==> config.mk <==
export PLATFORM = sky130hd
export DESIGN_NAME = prng_core_flat
export DESIGN_NICKNAME = d
export VERILOG_FILES = /design/src/rtl/prng_core_if.sv /design/src/rtl/prng_core.sv /design/src/flat_wrapper.sv
export SDC_FILE = /design/constraint.sdc
export NUM_CORES = 1
export LEC_CHECK = 0
export ABC_AREA = 1
export CORE_ASPECT_RATIO = 0.6
export CORE_MARGIN = 2
export CORE_UTILIZATION = 41
export DETAILED_ROUTE_END_ITERATION = 10
export RECOVER_POWER = 100
export SYNTH_ARGS = -nofsm -noshare
export SYNTH_HDL_FRONTEND = slang
export SYNTH_SLANG_ARGS = --single-unit
==> constraint.sdc <==
create_clock -name clk -period 7.75 [get_ports clk]
set_input_delay 1.1625 -clock clk [delete_from_list [all_inputs] [get_ports clk]]
set_output_delay 1.1625 -clock clk [all_outputs]
set_load 0.1 [all_outputs]
==> src/rtl/prng_core_if.sv <==
`default_nettype none
// ============================================================================
// Module  : prng_core_if
// Desc    : Wrapper-to-PRNG control/result bundle.
// Revision: 1.0 - initial release
// ============================================================================
interface prng_core_if #(
    parameter int DAT_W = 16,
    parameter int IMM_W = 16,
    parameter int TYP_W = 2,
    parameter int DLY_W = 4
);
    logic             t_cs;
    logic             ipt_wrp_to_prng_t_sel;
    logic [TYP_W-1:0] ipt_wrp_to_prng_typ_sel;
    logic [IMM_W-1:0] ipt_wrp_to_prng_t_dat;
    logic [DLY_W-1:0] ipt_wrp_to_prng_delay;
    logic [DAT_W-1:0] opt_prng_to_wrp_dat;
    logic             opt_prng_busy;
    logic             opt_prng_done;

    modport master (
        output t_cs,
        output ipt_wrp_to_prng_t_sel,
        output ipt_wrp_to_prng_typ_sel,
        output ipt_wrp_to_prng_t_dat,
        output ipt_wrp_to_prng_delay,
        input  opt_prng_to_wrp_dat,
        input  opt_prng_busy,
        input  opt_prng_done
    );

    modport slave (
        input  t_cs,
        input  ipt_wrp_to_prng_t_sel,
        input  ipt_wrp_to_prng_typ_sel,
        input  ipt_wrp_to_prng_t_dat,
        input  ipt_wrp_to_prng_delay,
        output opt_prng_to_wrp_dat,
        output opt_prng_busy,
        output opt_prng_done
    );
endinterface
`default_nettype wire

==> src/rtl/prng_core.sv <==
`default_nettype none
// ============================================================================
// Module  : prng_core
// Desc    : 32-bit Galois LFSR random word generator with seeding and
//           masked-rejection reduction into [0, modulus).
// Revision: 1.0 - initial release
// ============================================================================
module prng_core #(
    parameter int          DAT_W     = 16,
    parameter int          IMM_W     = 16,
    parameter int          TYP_W     = 2,
    parameter int          DLY_W     = 4,
    parameter logic [31:0] POLY      = 32'h80200003,
    parameter int          RETRY_MAX = 8
) (
    input  wire logic  clk,
    input  wire logic  reset_b,
    prng_core_if.slave bus
);
    localparam int BIT_W = $clog2(DAT_W);
    localparam int ATT_W = $clog2(RETRY_MAX + 1);

    localparam logic [TYP_W-1:0] TYP_NOP  = TYP_W'(0);
    localparam logic [TYP_W-1:0] TYP_SEED = TYP_W'(1);
    localparam logic [TYP_W-1:0] TYP_RAND = TYP_W'(2);
    localparam logic [IMM_W-1:0] SEED_XOR = IMM_W'(16'h5A5A);
    localparam logic [31:0]      LFSR_RST = 32'h00005A5A;

    typedef enum logic [1:0] {
        S_IDLE = 2'd0,
        S_PRE  = 2'd1,
        S_GEN  = 2'd2,
        S_CHK  = 2'd3
    } state_t;

    state_t           fsm_q,  fsm_d;
    logic [31:0]      lfsr_q, lfsr_d;
    logic             t_sel_q;
    logic [TYP_W-1:0] typ_q,  typ_d;
    logic [IMM_W-1:0] imm_q,  imm_d;
    logic [DLY_W-1:0] dly_q,  dly_d;
    logic [BIT_W-1:0] bit_q,  bit_d;
    logic [ATT_W-1:0] att_q,  att_d;
    logic [DAT_W-1:0] acc_q,  acc_d;
    logic [DAT_W-1:0] dat_q,  dat_d;
    logic             busy_q, busy_d;
    logic             done_q, done_d;

    logic             start;
    logic             finish;
    logic [31:0]      lfsr_step;
    logic [DAT_W-1:0] acc_shift;
    logic [DAT_W-1:0] mod_m1;
    logic [DAT_W-1:0] mask;
    logic [DAT_W-1:0] cand;

    assign start     = bus.t_cs & bus.ipt_wrp_to_prng_t_sel & ~t_sel_q & (fsm_q == S_IDLE);
    assign lfsr_step = (lfsr_q >> 1) ^ (lfsr_q[0] ? POLY : 32'h0);
    assign acc_shift = {acc_q[DAT_W-2:0], lfsr_q[0]};

    // Smallest all-ones mask covering mod-1; it stays below 2*mod, so a
    // single subtract always brings a rejected candidate into range.
    always_comb begin
        mod_m1 = imm_q - IMM_W'(1);
        mask   = mod_m1;
        for (int s = 1; s < DAT_W; s = s * 2) begin
            mask = mask | (mask >> s);
        end
        cand = acc_q & mask;
    end

    always_comb begin
        fsm_d  = fsm_q;
        lfsr_d = lfsr_q;
        typ_d  = typ_q;
        imm_d  = imm_q;
        dly_d  = dly_q;
        bit_d  = bit_q;
        att_d  = att_q;
        acc_d  = acc_q;
        dat_d  = dat_q;
        busy_d = busy_q;
        done_d = 1'b0;
        finish = 1'b0;

        case (fsm_q)
            S_IDLE: begin
                if (start) begin
                    typ_d  = bus.ipt_wrp_to_prng_typ_sel;
                    imm_d  = bus.ipt_wrp_to_prng_t_dat;
                    dly_d  = bus.ipt_wrp_to_prng_delay;
                    bit_d  = '0;
                    att_d  = ATT_W'(1);
                    busy_d = 1'b1;
                    fsm_d  = (bus.ipt_wrp_to_prng_delay != '0) ? S_PRE : S_GEN;
                end
            end

            S_PRE: begin
                dly_d = dly_q - DLY_W'(1);
                if (dly_q == DLY_W'(1)) begin
                    fsm_d = S_GEN;
                end
            end

            S_GEN: begin
                if (typ_q == TYP_NOP) begin
                    finish = 1'b1;
                end else if (typ_q == TYP_SEED) begin
                    lfsr_d = {imm_q, imm_q ^ SEED_XOR};
                    finish = 1'b1;
                end else begin
                    lfsr_d = lfsr_step;
                    acc_d  = acc_shift;
                    bit_d  = bit_q + BIT_W'(1);
                    if (bit_q == BIT_W'(DAT_W - 1)) begin
                        bit_d = '0;
                        if (typ_q == TYP_RAND) begin
                            dat_d  = acc_shift;
                            finish = 1'b1;
                        end else begin
                            fsm_d = S_CHK;
                        end
                    end
                end
            end

            S_CHK: begin
                if (imm_q == '0) begin
                    dat_d  = acc_q;
                    finish = 1'b1;
                end else if (cand < imm_q) begin
                    dat_d  = cand;
                    finish = 1'b1;
                end else if (att_q < ATT_W'(RETRY_MAX)) begin
                    att_d = att_q + ATT_W'(1);
                    fsm_d = S_GEN;
                end else begin
                    dat_d  = cand - imm_q;
                    finish = 1'b1;
                end
            end

            default: fsm_d = S_IDLE;
        endcase

        if (finish) begin
            fsm_d  = S_IDLE;
            busy_d = 1'b0;
            done_d = 1'b1;
        end
    end

    always_ff @(posedge clk or negedge reset_b) begin
        if (!reset_b) begin
            fsm_q   <= S_IDLE;
            lfsr_q  <= LFSR_RST;
            t_sel_q <= 1'b0;
            typ_q   <= '0;
            imm_q   <= '0;
            dly_q   <= '0;
            bit_q   <= '0;
            att_q   <= '0;
            acc_q   <= '0;
            dat_q   <= '0;
            busy_q  <= 1'b0;
            done_q  <= 1'b0;
        end else begin
            fsm_q   <= fsm_d;
            lfsr_q  <= lfsr_d;
            t_sel_q <= bus.ipt_wrp_to_prng_t_sel;
            typ_q   <= typ_d;
            imm_q   <= imm_d;
            dly_q   <= dly_d;
            bit_q   <= bit_d;
            att_q   <= att_d;
            acc_q   <= acc_d;
            dat_q   <= dat_d;
            busy_q  <= busy_d;
            done_q  <= done_d;
        end
    end

    assign bus.opt_prng_to_wrp_dat = dat_q;
    assign bus.opt_prng_busy       = busy_q;
    assign bus.opt_prng_done       = done_q;
endmodule
`default_nettype wire
==> src/flat_wrapper.sv <==
// flat-port wrapper written by rule: the top's interface ports become plain ports
module prng_core_flat 
#(
    parameter int          DAT_W     = 16,
    parameter int          IMM_W     = 16,
    parameter int          TYP_W     = 2,
    parameter int          DLY_W     = 4,
    parameter logic [31:0] POLY      = 32'h80200003,
    parameter int          RETRY_MAX = 8
)
  (clk, reset_b, bus_t_cs, bus_ipt_wrp_to_prng_t_sel, bus_ipt_wrp_to_prng_typ_sel, bus_ipt_wrp_to_prng_t_dat, bus_ipt_wrp_to_prng_delay, bus_opt_prng_to_wrp_dat, bus_opt_prng_busy, bus_opt_prng_done);
  prng_core_if #(.DAT_W(DAT_W), .IMM_W(IMM_W), .TYP_W(TYP_W), .DLY_W(DLY_W)) bus_i ();
  input  wire logic clk;
  input  wire logic reset_b;
  input wire logic [$bits(bus_i.t_cs)-1:0] bus_t_cs;
  input wire logic [$bits(bus_i.ipt_wrp_to_prng_t_sel)-1:0] bus_ipt_wrp_to_prng_t_sel;
  input wire logic [$bits(bus_i.ipt_wrp_to_prng_typ_sel)-1:0] bus_ipt_wrp_to_prng_typ_sel;
  input wire logic [$bits(bus_i.ipt_wrp_to_prng_t_dat)-1:0] bus_ipt_wrp_to_prng_t_dat;
  input wire logic [$bits(bus_i.ipt_wrp_to_prng_delay)-1:0] bus_ipt_wrp_to_prng_delay;
  output wire logic [$bits(bus_i.opt_prng_to_wrp_dat)-1:0] bus_opt_prng_to_wrp_dat;
  output wire logic [$bits(bus_i.opt_prng_busy)-1:0] bus_opt_prng_busy;
  output wire logic [$bits(bus_i.opt_prng_done)-1:0] bus_opt_prng_done;
  assign bus_i.t_cs = bus_t_cs;
  assign bus_i.ipt_wrp_to_prng_t_sel = bus_ipt_wrp_to_prng_t_sel;
  assign bus_i.ipt_wrp_to_prng_typ_sel = bus_ipt_wrp_to_prng_typ_sel;
  assign bus_i.ipt_wrp_to_prng_t_dat = bus_ipt_wrp_to_prng_t_dat;
  assign bus_i.ipt_wrp_to_prng_delay = bus_ipt_wrp_to_prng_delay;
  assign bus_opt_prng_to_wrp_dat = bus_i.opt_prng_to_wrp_dat;
  assign bus_opt_prng_busy = bus_i.opt_prng_busy;
  assign bus_opt_prng_done = bus_i.opt_prng_done;
  prng_core #(.DAT_W(DAT_W), .IMM_W(IMM_W), .TYP_W(TYP_W), .DLY_W(DLY_W), .POLY(POLY), .RETRY_MAX(RETRY_MAX)) u_core (.clk(clk), .reset_b(reset_b), .bus(bus_i));
endmodule
# Yosys cells after proc, flatten, opt, wreduce, memory -nomap -nowiden
# Cells that the tools add are included.
[classes]
n_addsub = 5
mul = 0
n_div = 0
order_cmp = 2
eq_ne = 25
n_shift = 0
mux = 46
bitwise = 13
n_reduce_logical = 19
[ops]
columns = ["op", "count"]
rows = [
  ["$mux 16", 7],
  ["$mux 32", 2],
  ["$mux 4", 9],
  ["$pmux 16 s2", 1],
  ["$xor 31x32->32", 1],
  ["$pmux 4 s2", 3],
  ["$mux 2", 11],
  ["$and 16x16->16", 1],
  ["$logic_not 16->1", 1],
  ["$lt 16x16->1", 1],
  ["$or 16x12->16", 1],
  ["$or 16x14->16", 1],
  ["$or 16x15->16", 1],
  ["$or 16x8->16", 1],
  ["$sub 16x1->16 const B", 1],
  ["$sub 16x16->16", 1],
  ["$ne 3x2->1 const B", 5],
  ["$ne 3x1->1 const B", 4],
  ["$reduce_bool 2->1", 6],
  ["$mux 1", 11],
  ["$reduce_and 9->1", 1],
  ["$add 4x1->4 const B", 2],
  ["$ne 2x1->1 const B", 4],
  ["$ne 2x2->1 const B", 4],
  ["19 further kinds", 30],
]
[word_totals]
ff_bits = 99
latchBits = 0
ram_bits = 0
rom_bits = 0
in_bits = 26
out_inout_bits = 18
wordCells = 122
n_memories = 0

# Depth between registers and ports, before layout
# Gate-level depths: netlist (run 1).
[depth]
depth_word = 12
ltp_mapped = 29

# Worst setup path after synthesis (run 1)
# Ideal clock, no wire load.
[synth_path]
path_kind = "register to register"
startpoint = "register u_core.imm_q[1]"
endpoint = "register u_core.dat_q[10], in the netlist u_core.bus.opt_prng_to_wrp_dat[10]"
arrival_ns = 3.311
required_time_ns = 7.629
setup_slack_ns = 4.318
stages_incl_launch_ff = 26
n_path_buf = 1
path_cell_list = "dfrtp_1 > inv_1 > ha_1 > nand2_1 > nor2_1 > nand3_1 > nand2_1 > nand2_1 > nor2_1 > nand3_1 > o21ai_0 > inv_1 > ha_1 > nand2_1 > nor2_1 > and2_1 > nand2_1 > nand3_2 > nand3_1 > nand2_4 > nand3_4 > nand2_8 > inv_6 > buf_12 > nor2_2 > a21oi_2"
[synth_via]
elab_chain_len = 11
elab_cells_between_ends = 15
[synth_lines]
columns = ["element", "line", "source"]
rows = [
  ["from (decl)", "prng_core.sv:40", "logic [IMM_W-1:0] imm_q, imm_d;"],
  ["from (signal assigned)", "prng_core.sv:173", "imm_q <= imm_d;"],
  ["$sub 16x1->16", "prng_core.sv:64", "mod_m1 = imm_q - IMM_W'(1);"],
  ["$or 16x15->16", "prng_core.sv:67", "mask = mask | (mask >> s);"],
  ["$or 16x14->16", "prng_core.sv:67", ""],
  ["$or 16x12->16", "prng_core.sv:67", ""],
  ["$or 16x8->16", "prng_core.sv:67", ""],
  ["$and 16x16->16", "prng_core.sv:69", "cand = acc_q & mask;"],
  ["$sub 16x16->16", "prng_core.sv:139", "dat_d = cand - imm_q;"],
  ["$mux 16", "prng_core.sv:135", "end else if (att_q < ATT_W'(RETRY_MAX)) begin"],
  ["$mux 16", "prng_core.sv:132", "end else if (cand < imm_q) begin"],
  ["$mux 16", "prng_core.sv:129", "if (imm_q == '0) begin"],
  ["$pmux 16 s2", "prng_core.sv:86", "case (fsm_q)"],
  ["to (signal assigned)", "prng_core.sv:178", "dat_q <= dat_d;"],
  ["to (decl)", "prng_core.sv:45", "logic [DAT_W-1:0] dat_q, dat_d;"],
]
# Several ways; a longest one is shown, not always the timed one. The select of a mux whose other input is x is not followed.
# A chain may end at the register's enable or synchronous reset.

# Worst setup path in the final report (run 1)
[layout_path]
startpoint = "register u_core.imm_q[1]"
endpoint = "register u_core.dat_q[6], in the netlist u_core.bus.opt_prng_to_wrp_dat[6]"
# Same word-level chain as after synthesis.

==> results.yml, run 1 <==
worst_setup_path:
  startpoint_type: "flip-flop"
  worst-path-max-fanout: 19
  cp.required_ps: 7980
  critPathCaptureType: "flip-flop"
  crit_type: "flip-flop to flip-flop"
  cp-startpoint: "u_core.imm_q[1]"
  timing.rr.start: "u_core.imm_q[1]"
  cp.arrival_ps: 5450
floorplanning:
  die_x_um: 168
  rows: 35
  num_io_pins: 44
  die_area_sq_um: 17100
  core_area_sq_um: 15500
  die_y_um: 102
  start_util: 0.424
synthesis:
  synthFlopType: "dfrtp_1"
  synth-seq-area-share: 0.378
  syn_inst: 933
  ys_seq_elements: 99
  synth_edf_count: 0
  syn_area_per_cell_sq_um: 7.06
  synth_top_area_frac: 0.346
  synthTopCellsByArea: "dfrtp_1 (35%), nand2_1 (16%), inv_1 (6.2%)"
  yosysUniqueCellTypes: 45
  async_reset_ff_frac: 1.00
  yosysWarnings: 0
  yosys.area.top_type: "dfrtp_1"
  synth_nets: 985
  synth.cell_area_sq_um: 6590
run_status:
  violations: "max-capacitance violations, max-slew violations"
  status: "finished with violations"
power_and_ir_drop:
  p_sw_frac: 0.528
  powerDensity_nw_per_um2: 446
  pwr-share-seq: 0.279
  p_int_w: 0.00156
  pwr-share-comb: 0.581
  peakVddDrop_mv: 0.202
  power_switching_w: 0.00174
  clockPowerShare: 0.140
  power_leakage_nw: 3.75
sta:
  finalSetupViolations: 0
  slew_violations: 114
  rsz0062_at_grt: "no"
  setup_ws_ps: 2530
  final.setup.tns_ps: 0
  skew_ps: 8.74
  tightest_slew_ps: 1870
  min_period_ps: 5220
  slew_headroom: -0.247
  max_freq_mhz: 192
  finalCritPeriodShare: 0.673
  hold_violations: 0
  hold-worst-slack_ps: 475
min_path:
  hold_start: "u_core.bus.opt_prng_to_wrp_dat[0]"
  hp-class: "flip-flop to flip-flop"
routing:
  vias: 5988
  final_antenna_net_count: 0
  routed_wl_um: 17500
  avgRoutedWirePerCell_um: 14.9
  drt-pass1-iter-count: 5
  drc: 0
  vias_per_cell: 5.10
  drt_iter0_drc: 552
clocking:
  holdBufCountCts: 0
  h-tree-depth: 3
  cts.sinks: 99
  clock_path_buffers: 2
  cts-buffers-inserted: 9
  clk_pin_slew_ps: 70
  clk_latency_ps: 350
  clockRootBuffer: "clkbuf_16"
  post_cts_buffers: 0
  cts_tree: "done"
  ctsResizeCount: 0
finish:
  final_core_util: 0.476
  drive_gt1_frac: 0.0679
  final_nets: 1019
  n_antenna_cell: 0
  stdcell_count: 1175
  layout_common_cells: "nand2_1 (276), nor2_1 (112), inv_1 (108)"
  final_common_cell: "nand2_1"
  syn2layout_area_growth_pct: 12.3
place:
  pre_cts_ws_ps: 3420
  portBuffers: 43
  dpl.hpwl_um: 13300
  gp_congestion: 0.885
  place_inst: 1159
global_routing:
  grt_pass1_wl_um: 30000
  antenna_found_initial: 0
  grt_pass1_vias: 5702
  grt_usage: 0.220
  grt_remaining_overflow: 0
  grt_use_met1: 0.347
  grt_max_degree: 69
  grtUsageMet3: 0.0372
  grt-busiest-layer: "met1"
  grtUsageMet2: 0.317
job:
  max_cap_violations: 3
==> metal layers <==
metal / part of all wire / up-vias / wire [um]
met1: 0.56 / 2763 / 9830
met3: 0.050 / 10 / 875
met4: 0.0060 / 0 / 105
met5: 0 / - / 0
met2: 0.38 / 149 / 6690
li1: - / 3066 / -
==> worst paths after layout <==
kind / to / slack (ps) / depth (start not counted)
hold reg to reg: u_core.bus.opt_prng_to_wrp_dat[0] / 480 / 2
min in group asynchronous: u_core.lfsr_q[10] / 1300 / 1
setup / recovery: u_core.bus.opt_prng_to_wrp_dat[6] / 2530 / 25
hold / removal: u_core.bus.opt_prng_to_wrp_dat[0] / 480 / 2
setup reg to reg: u_core.bus.opt_prng_to_wrp_dat[6] / 2530 / 25
max in group asynchronous: u_core.bus.opt_prng_to_wrp_dat[1] / 4730 / 2
==> critical path, cell delays in order, from the launching register on <==
cell and delay, ps:
dfrtp_1 420, inv_1 170, ha_1 270, nand2_1 80, nor2_1 250, nand3_1 170
nand2_1 90, nand2_1 50, nor2_1 310, nand2_1 210, nor2_1 130, nand2_1 100
nand2_1 90, inv_1 50, ha_1 330, nand2_1 70, o21ai_1 340, nand2_1 110
nand3_1 180, nand3_1 100, nand2_1 380, nand3_4 90, nand2_1 720, inv_6 160
nor2_1 170, a21oi_2 40
==> power by group through the flow <==
| stage | sequential (W) | combinational (W) | clock (W) |
|---|---|---|---|
| after floorplan | 0.00121 | 0.00121 | 0 |
| after global placement | 0.000932 | 0.00195 | 0 |
| after detailed placement | 0.000928 | 0.00195 | 0 |
| after CTS | 0.000926 | 0.00196 | 0.000473 |
| after global routing | 0.000951 | 0.00215 | 0.000495 |
| final | 0.000921 | 0.00192 | 0.000462 |
==> layout make-up <==
type | count | area, sq um
clock inverters | 6 | 66.3
repair buffers | 48 | 454
clock buffers | 10 | 229
well taps | 203 | 254
inverters | 114 | 433
multi-input cells | 695 | 3470
fillers | 1615 | 8150
flip-flops and latches | 99 | 2490
==> flip-flops by register name, indices dropped and copies added, names as in the netlist <==
name / cells
u_core.bus.opt_prng_busy: 1
u_core.bus.opt_prng_done: 1
u_core.bus.opt_prng_to_wrp_dat: 16
u_core.att_q: 4
u_core.t_sel_q: 1
u_core.imm_q: 16
u_core.typ_q: 2
u_core.lfsr_q: 32
u_core.dly_q: 4
u_core.bit_q: 4
u_core.acc_q: 16
u_core.fsm_q: 2
==> synthesized netlist by cell type (4+ instances only) <==
master and count:
nand2_1 274, inv_1 108, nor2_1 103, dfrtp_1 91
o21ai_0 73, a21oi_1 51, nand3_1 51, ha_1 25
nor2_2 24, clkbuf_1 19, a31oi_1 15, xor2_1 15
a21oi_2 11, dfstp_2 8, nand4_1 8, nor3_1 7
nor2_4 4
==> metrics by stage <==
| step | instance area [sq um] | power [W] |
|---|---|---|
| finish | 7400 | 0.00330 |
| global route | 7400 | 0.00360 |
| CTS | 7480 | 0.00335 |
| detailed placement | 7180 | 0.00288 |
| global placement | 7180 | 0.00288 |
| floorplan | 6590 | 0.00242 |
==> cells by family (layout without fill, tap and decap cells) <==
logic type | Yosys count | in the layout | synth area share
compound gates | 165 | 165 | 0.142
simple gates | 486 | 486 | 0.322
buf+inv | 139 | 178 | 0.0843
flops | 99 | 99 | 0.378
fa+ha+maj | 26 | 26 | 0.0505
xor+xnor | 18 | 18 | 0.0239
No activity file was read; power rests on OpenSTA's default activity.
==> inputs of run 2 (changes only) <==
Clock period 7.75 ns to 4.7 ns, I/O delays scaled along.
==> results.yml, run 2 (same netlist as run 1, synthesis figures left out) <==
global_routing:
  grt_max_degree: 71
  grt_use_met1: 0.345
  grtUsageMet3: 0.0411
  grt_usage: 0.218
  grt_remaining_overflow: 0
  grtUsageMet2: 0.312
  grt_pass1_wl_um: 29600
  grt_pass1_vias: 5680
  antenna_found_initial: 0
  grt-busiest-layer: "met1"
finish:
  top_register: "u_core.lfsr_q"
  layout_common_cells: "nand2_1 (274), nor2_1 (109), inv_1 (108)"
  drive_gt1_frac: 0.0771
  syn2layout_area_growth_pct: 13.5
  final_common_cell: "nand2_1"
  multiInputGateArea_sq_um: 3530
  seqCellArea_sq_um: 2490
  final_core_util: 0.481
  stdcell_count: 1176
  largest_reg_flops: 32
  n_antenna_cell: 0
  fillers: 1597
  final_nets: 1020
place:
  place_inst: 1160
  portBuffers: 43
  gp_congestion: 0.915
  pre_cts_ws_ps: 303
  dpl.hpwl_um: 13300
worst_setup_path:
  r2r-end: "u_core.bus.opt_prng_to_wrp_dat[8]"
  timing.rr.start: "u_core.imm_q[1]"
  worst-path-max-fanout: 19
  cp.required_ps: 4940
  reg2reg_depth: 24
  rrSetupSlack_ps: 390
  startpoint_type: "flip-flop"
  cp.arrival_ps: 4540
  critPathCaptureType: "flip-flop"
  crit_type: "flip-flop to flip-flop"
clocking:
  cts.sinks: 99
  post_cts_buffers: 0
  ctsResizeCount: 0
  clockRootBuffer: "clkbuf_16"
  holdBufCountCts: 0
  clock_path_buffers: 2
  cts-buffers-inserted: 9
  clk_pin_slew_ps: 80
  cts_tree: "done"
  clk_latency_ps: 350
  h-tree-depth: 3
sta:
  hold_violations: 0
  skew_ps: 12.2
  finalCritPeriodShare: 0.916
  min_period_ps: 4310
  finalSetupViolations: 0
  max_freq_mhz: 232
  setup_ws_ps: 395
  slew_headroom: -1.47
  slew_violations: 71
  final.setup.tns_ps: 0
  tightest_slew_ps: 3710
  rsz0062_at_grt: "no"
routing:
  final_antenna_net_count: 0
  vias_per_cell: 5.15
  avgRoutedWirePerCell_um: 14.8
  vias: 6055
  drt-pass1-iter-count: 5
  drc: 0
  routed_wl_um: 17500
  drt_iter0_drc: 475
min_path:
  hold_start: "u_core.lfsr_q[4]"
  whs_path_depth: 2
  hp-class: "flip-flop to flip-flop"
  worstHoldEndpoint: "u_core.lfsr_q[3]"
power_and_ir_drop:
  clockPowerShare: 0.143
  powerDensity_nw_per_um2: 738
  peakVddDrop_mv: 0.332
  power_switching_w: 0.00290
  pwr-share-comb: 0.581
  power_w: 0.00551
  p_int_w: 0.00261
  power_leakage_nw: 3.78
  p_sw_frac: 0.527
  pwr-share-seq: 0.276
floorplanning:
  rows: 35
  die_y_um: 102
  num_io_pins: 44
  die_area_sq_um: 17100
  start_util: 0.424
  die_x_um: 168
  core_area_sq_um: 15500
job:
  max_cap_violations: 2
run_status:
  status: "finished with violations"
  violations: "max-capacitance violations, max-slew violations"
## run 2: changes by cell type in the layout (fill, tap and decap cells not counted), sizes merged
cell and delta:
buf +1, clkinv -1, inv +1
## run 2: final cells by class
cell class / count / area share
Tap cell: 203 / 0.0340
Sequential cell: 99 / 0.333
Multi-Input combinational cell: 695 / 0.472
Timing Repair Buffer: 49 / 0.0614
Clock inverter: 6 / 0.00971
Clock buffer: 10 / 0.0320
Inverter: 114 / 0.0579
## run 2: worst max path at each step
stage | endpoint | start | cells after the start
5_1_grt | u_core.bus.opt_prng_to_wrp_dat[15] | u_core.imm_q[1] | 24
6_report | u_core.bus.opt_prng_to_wrp_dat[8] | u_core.imm_q[1] | 24
3_5_place_dp | u_core.bus.opt_prng_to_wrp_dat[1] | u_core.imm_q[1] | 24
2_1_floorplan | u_core.bus.opt_prng_to_wrp_dat[10] | u_core.imm_q[1] | 25
3_3_place_gp | u_core.bus.opt_prng_to_wrp_dat[1] | u_core.imm_q[1] | 24
4_1_cts | u_core.bus.opt_prng_to_wrp_dat[4] | u_core.imm_q[1] | 24
## run 2: power groups by stage
stage | Sequential [W] | Combinational (W) | Clock (W)
3_3_place_gp | 0.00153 | 0.00324 | 0
6_report | 0.00152 | 0.00320 | 0.000790
4_1_cts | 0.00153 | 0.00324 | 0.000808
5_1_grt | 0.00157 | 0.00360 | 0.000844
2_1_floorplan | 0.00199 | 0.00200 | 0
3_5_place_dp | 0.00153 | 0.00323 | 0
## run 2: routing by layer
layer	vias up	part of all wire
li1	3062	-
met1	2825	0.55
met2	159	0.38
met3	9	0.064
met4	0	0.0065
met5	-	0
## run 2: metrics by stage
stage / hold slack, ps / cell area (sq um)
5_1_grt: 507 / 7470
6_report: 479 / 7470
3_3_place_gp: 463 / 7190
3_5_place_dp: 467 / 7190
4_1_cts: 480 / 7500
2_1_floorplan: 409 / 6590
## run 2: worst max-delay path, cell delays in order, from the launching register on
cell     delay [ps]
dfrtp_1         430
inv_1           170
ha_1            260
nand2_1          80
nor2_1          240
nand3_1         150
nand2_1         100
nand2_1          60
nor2_1          270
nand3_1         250
o21ai_1         240
inv_1            60
ha_1            370
nand2_1         120
nor2_1          150
and2_1          140
nand2_1          60
nand3_2         110
nand3_1         140
nand2_4         190
nand3_4         110
nand2_8         190
inv_6           110
nor2_1          130
a21oi_2          40
==> inputs of run 3 (changes only) <==
Settings changed: HOLD_SLACK_MARGIN set to 0.15.
==> results of run 3 <==
Same layout as run 2: the final DEF is identical, and so are final timing and power.
